==> config.mk <==
export PLATFORM = sky130hd
export DESIGN_NAME = punc_mem_arbiter
export DESIGN_NICKNAME = d
export VERILOG_FILES = /design/src/rtl/punc_mem_arbiter.sv
export SDC_FILE = /design/constraint.sdc
export NUM_CORES = 1
export LEC_CHECK = 0
export CAP_MARGIN = 15
export CORE_UTILIZATION = 30
export DETAILED_ROUTE_END_ITERATION = 7
export PLACE_DENSITY = 0.86
export SLEW_MARGIN = 40
export SYNTH_ARGS = -nofsm -noshare
export SYNTH_HDL_FRONTEND = slang
export SYNTH_SLANG_ARGS = --single-unit
export TNS_END_PERCENT = 20
==> constraint.sdc <==
create_clock -name clk -period 4.2 [get_ports clk]
set_clock_uncertainty 0.2 [all_clocks]
set_input_delay 0.63 -clock clk [delete_from_list [all_inputs] [get_ports clk]]
set_output_delay 0.63 -clock clk [all_outputs]
set_load 0.1 [all_outputs]
==> src/rtl/punc_mem_arbiter.sv <==
// Round-robin arbiter sharing the PUnC data-memory port between the core (port 0)
// and the loader/debug port (port 1), with ownership lock for two-access sequences.
//
// state | meaning
// IDLE  | no owner; round-robin between requesters using last
// LOCK0 | port 0 owns the memory until an unlocked port 0 access
// LOCK1 | port 1 owns the memory until an unlocked port 1 access
module punc_mem_arbiter #(
    parameter int AW = 16,
    parameter int DW = 16
) (
    input  logic          clk,
    input  logic          rst,
    input  logic          req0,
    input  logic          we0,
    input  logic          lock0,
    input  logic [AW-1:0] addr0,
    input  logic [DW-1:0] wdata0,
    input  logic          req1,
    input  logic          we1,
    input  logic          lock1,
    input  logic [AW-1:0] addr1,
    input  logic [DW-1:0] wdata1,
    output logic          gnt0,
    output logic          gnt1,
    output logic          rvalid0,
    output logic          rvalid1,
    output logic [DW-1:0] rdata0,
    output logic [DW-1:0] rdata1,
    output logic [AW-1:0] mem_addr,
    output logic          mem_w_en,
    output logic [DW-1:0] mem_w_data,
    input  logic [DW-1:0] mem_r_data,
    output logic          core_stall
);

    typedef enum logic [1:0] {
        IDLE  = 2'd0,
        LOCK0 = 2'd1,
        LOCK1 = 2'd2
    } state_t;

    state_t        state;
    logic          last;
    logic [DW-1:0] rdata_q;
    logic          rd_gnt;

    // Unused encoding arbitrates like IDLE so a corrupted state cannot starve both ports.
    always_comb begin
        gnt0 = 1'b0;
        gnt1 = 1'b0;
        case (state)
            LOCK0: gnt0 = req0;
            LOCK1: gnt1 = req1;
            default: begin
                if (req0 && req1) begin
                    gnt0 = last;
                    gnt1 = ~last;
                end else begin
                    gnt0 = req0;
                    gnt1 = req1;
                end
            end
        endcase
    end

    assign mem_addr   = gnt1 ? addr1 : addr0;
    assign mem_w_data = gnt1 ? wdata1 : wdata0;
    assign mem_w_en   = rst & ((gnt0 & we0) | (gnt1 & we1));
    assign core_stall = req0 & ~gnt0;
    assign rd_gnt     = (gnt0 & ~we0) | (gnt1 & ~we1);
    assign rdata0     = rdata_q;
    assign rdata1     = rdata_q;

    always_ff @(posedge clk or negedge rst) begin
        if (!rst) begin
            state   <= IDLE;
            last    <= 1'b1;
            rdata_q <= '0;
            rvalid0 <= 1'b0;
            rvalid1 <= 1'b0;
        end else begin
            rvalid0 <= gnt0 & ~we0;
            rvalid1 <= gnt1 & ~we1;
            if (rd_gnt) begin
                rdata_q <= mem_r_data;
            end
            if (gnt0) begin
                last  <= 1'b0;
                state <= lock0 ? LOCK0 : IDLE;
            end else if (gnt1) begin
                last  <= 1'b1;
                state <= lock1 ? LOCK1 : IDLE;
            end else if (state != LOCK0 && state != LOCK1) begin
                state <= IDLE;
            end
        end
    end

endmodule

==> results.yml, run 1 <==
status:
  outcome: "finished, violations left"
  violations: "design-rule violations"
floorplanning:
  ios: 158
  die_h_um: 71.0
  die_w_um: 71.0
  initial_utilization_pct: 31.9
  core.rowCount: 24
  die_area_um2: 5040
  coreArea_um2: 4470
yosys:
  synth.distinct_cells: 22
  seq_area_frac_synth_pct: 36.9
  synthTopCellsByArea: "dfrtp_1 (35%), mux2_2 (30%), mux2_4 (11%)"
  synthTopCellsByCount: "mux2_2 (38), dfrtp_1 (20), buf_4 (16)"
  synth_top_area_share_pct: 35.0
  yosysWarnings: 0
  ys_seq_elements: 21
  syn-cell-area_um2: 1430
  synthCells: 110
  async_flop_share_pct: 100
  yosysMostFrequentCell: "mux2_2"
  synthesis.nets: 200
  avgSynthCellArea_um2: 13.0
  synth-edff-count: 0
  ys.flop_type: "dfrtp_1"
  synth_top_area_cell: "dfrtp_1"
worst_setup_path:
  cp-start-kind: "input pin"
  r2r_slack_ns: 1.48
  crit_required_ns: 3.37
  r2r_end: "rdata0[5]"
  worst-path-max-fanout: 37
  cp.arrival_ns: 2.46
  worstSetupPathType: "in -> out"
  reg2reg_depth: 7
  path_cells: "clkdlybuf4s50_1, o21ai_2, a31oi_4, buf_4, mux2_2, buf_12"
  crit_slowest_cell: "clkdlybuf4s50_1"
  rr_startpoint: "state[0]"
  max_stage_delay_ns: 0.52
  end_kind: "output pin"
sta:
  tns_ns: 0
  setup_violations: 0
  drv_slew: 0
  period_share_pct: 78.4
  fmax_mhz: 304
  final.min_clock_period_ns: 3.29
  maxSlewHeadroom_pct: 55.4
  grt_setup_unrepaired: "false"
  hold_viol_final: 0
  worst_pin_slew_ns: 0.666
place:
  io_buffers: 157
  place_area_um2: 3100
  dp_hpwl_um: 4130
  gp_congestion: 0.868
route:
  vias: 1419
  vias_per_cell: 4.65
  ant_nets: 0
  first_pass_iters: 6
  drt_iter0_drc: 68
  drc: 9
  wl_um: 4790
  wl_per_cell_um: 15.7
hold_path:
  whs_path_depth: 2
  hold-path-endpoint: "last"
  hold_start: "last"
  hp-class: "reg -> reg"
finish:
  num_antenna_cells: 0
  drive_above_1_share_pct: 50.2
  final_area_um2: 3140
  multi_input_area_um2: 737
  fill_cells: 323
  area.sequential_um2: 527
  area_delta_synth_final_pct: 120
  final_nets: 344
cts:
  cts_resized: 0
  hold_buffers: 0
  clock-sinks: 21
  cts_max_level: 1
  clockRootBuffer: "clkbuf_8"
  postCtsSetupRepairBufs: 0
  clk_pin_slew_ns: 0.07
  numCtsBuffers: 3
  clk_latency_ns: 0.25
  cts_buffer_depth: 2
  cts_tree: "done"
global_route:
  first_global_vias: 1505
  grt_usage_pct: 19.0
  grt_pass1_wl_um: 7280
  antenna_found_initial: 0
  overflow: 0
  grt_max_degree: 38
job:
  maxCapViolCount: 0
stage by stage:
step / std cells / hold WS (ns) / setup slack [ns] / util (%)
2_1_floorplan: 110 / 0.134 / 0.0661 / -
3_3_place_gp: 301 / 0.282 / 0.940 / 73.1
3_5_place_dp: 301 / 0.289 / 0.912 / 69.3
4_1_cts: 305 / 0.300 / 0.898 / 70.3
5_1_grt: 305 / 0.305 / 0.805 / 70.3
6_report: 305 / 0.298 / 0.905 / 70.3
worst max path at each step:
stage,from,to,depth (start not counted)
after global routing,state[0],mem_w_en,8
final,req1,mem_w_data[0],6
after CTS,req1,mem_addr[4],6
after global placement,req1,mem_w_data[0],6
after floorplan,state[0],mem_w_en,7
after detailed placement,req1,mem_w_data[0],6
final cells by class:
type | count | area share [%]
clock buffer | 4 | 1.43
inverter | 5 | 0.597
multi-input combinational | 64 | 23.4
sequential | 21 | 16.8
tap | 52 | 2.07
timing repair buffer | 159 | 55.7
cell families after synthesis:
kind of cell	synth area share (%)
fa+ha+maj	1.75
buf+inv	11.6
simple gates	2.10
flops	36.9
mux	40.5
compound gates	7.27
cell usage in the layout (no fill, tap or decap), types with 2 or more instances in the layout:
cell,count
mux2_2,38
and2_1,2
ha_1,2
buf_12,34
mux2_4,10
dfrtp_1,20
clkbuf_8,3
clkdlybuf4s50_1,87
inv_1,5
buf_2,34
buf_4,4
metal layers:
layer,share of wire [%],track usage (%),up-vias
li1,-,-,663
met1,31,17.8,657
met2,55,36.5,93
met3,12,8.69,6
met4,1.5,5.78,0
met5,0,0,-
worst max-delay path: cells and delay by family:
kind | cells | cell delay, ns
compound gates | 2 | 0.25
mux | 1 | 0.43
buf+inv | 3 | 1.13
registers in the layout, indices dropped and copies added (netlist names):
| signal | cells |
|---|---|
| last | 1 |
| rdata0 | 16 |
| rvalid0 | 1 |
| rvalid1 | 1 |
| state | 2 |
Power of run 1 is left out: the tool's default activity adds up to more than one toggle a clock period on the data nets, which glitch-free logic cannot reach.
==> run 2: changes to the inputs <==
Settings changed: CORE_UTILIZATION 30 to 28, PLACE_DENSITY 0.86 to 0.81.
Clock period 4.2 ns to 3.2 ns, I/O delays scaled along.
==> results.yml, run 2 (synthesis gave the netlist of run 1 again) <==
floorplanning:
  die_area_um2: 5390
  coreArea_um2: 4820
  core.rowCount: 25
  die_w_um: 73.4
  ios: 158
  die_h_um: 73.4
  initial_utilization_pct: 29.7
hold_path:
  hp-class: "reg -> reg"
  whs_path_depth: 2
finish:
  fill_cells: 379
  drive_above_1_share_pct: 51.6
  area_delta_synth_final_pct: 131
  largest_reg_flops: 16
  layout_commonest_cell: "clkdlybuf4s50_1"
  area.sequential_um2: 527
  final_cell_mix: "clkdlybuf4s50_1 (87), mux2_2 (38), buf_12 (37), buf_4 (36), dfrtp_1 (20)"
  num_antenna_cells: 0
  final_nets: 345
  final_area_um2: 3310
  multi_input_area_um2: 744
worst_setup_path:
  end_kind: "output pin"
  cp-start-kind: "register"
  worst-path-max-fanout: 32
  cp.arrival_ns: 2.31
  reg2reg_depth: 7
  crit_required_ns: 2.52
  worstSetupPathType: "reg -> out"
global_route:
  grt_max_degree: 33
  grt_usage_pct: 17.8
  antenna_found_initial: 0
  first_global_vias: 1552
  grt_pass1_wl_um: 7310
  overflow: 0
route:
  wl_per_cell_um: 14.5
  drt_iter0_drc: 14
  vias: 1423
  drc: 0
  vias_per_cell: 4.43
  ant_nets: 0
  first_pass_iters: 2
  wl_um: 4640
sta:
  fmax_mhz: 335
  tns_ns: 0
  worst_pin_slew_ns: 0.686
  final.min_clock_period_ns: 2.99
  maxSlewHeadroom_pct: 54.1
  grt_setup_unrepaired: "false"
  period_share_pct: 93.4
  hold_viol_final: 0
  setup_violations: 0
  fin_hold_ws_ns: 0.293
  drv_slew: 0
cts:
  cts_max_level: 1
  clk_pin_slew_ns: 0.07
  clock-sinks: 21
  cts_tree: "done"
  numCtsBuffers: 3
  hold_buffers: 0
  cts_buffer_depth: 2
  clockRootBuffer: "clkbuf_8"
  cts_resized: 0
  clk_latency_ns: 0.25
  postCtsSetupRepairBufs: 0
place:
  place_area_um2: 3260
  dp_hpwl_um: 4080
  io_buffers: 157
  gp_congestion: 0.728
status:
  outcome: "finished, final reports clean"
job:
  maxCapViolCount: 0
[run 2: layer usage]
layer	wire (um)	global-route usage (%)	part of all wire [%]	up-vias
li1	-	-	-	666
met1	1460	17.6	31	666
met2	2660	35.1	57	85
met3	445	4.66	9.6	6
met4	81	6.84	1.7	0
met5	0	0	0	-
[run 2: final cells by class]
class	count	share of cell area [%]
clock inverter	1	0.151
inverter	5	0.681
timing repair buffer	160	56.9
sequential	21	15.9
multi-input combinational	64	22.5
tap	67	2.54
clock buffer	3	1.25
[run 2: metrics by stage]
step	util [%]	setup slack [ns]	std cells
after CTS	68.6	0.183	321
after detailed placement	67.7	0.299	317
final	68.6	0.211	321
after floorplan	-	0.0196	110
after global routing	68.6	0.0768	321
after global placement	67.7	0.332	317
[run 2: final timing paths]
kind                       startpoint           to  slack, ns
max in group asynchronous         rst         last       2.09
hold reg to reg                  last         last       0.29
setup / recovery             state[0]  mem_addr[5]       0.21
hold / removal                   last         last       0.29
setup reg to reg             state[0]    rdata0[6]       0.56
min in group asynchronous         rst    rdata0[3]       0.44
[run 2: worst max-delay path, stage by stage (launching register included)]
cell and delay (ns):
dfrtp_1 0.38, inv_1 0.05, ha_1 0.41, o21ai_2 0.11, a31oi_4 0.28, buf_12 0.25, mux2_2 0.38, buf_12 0.17
Power of run 2 is left out for the same reason.
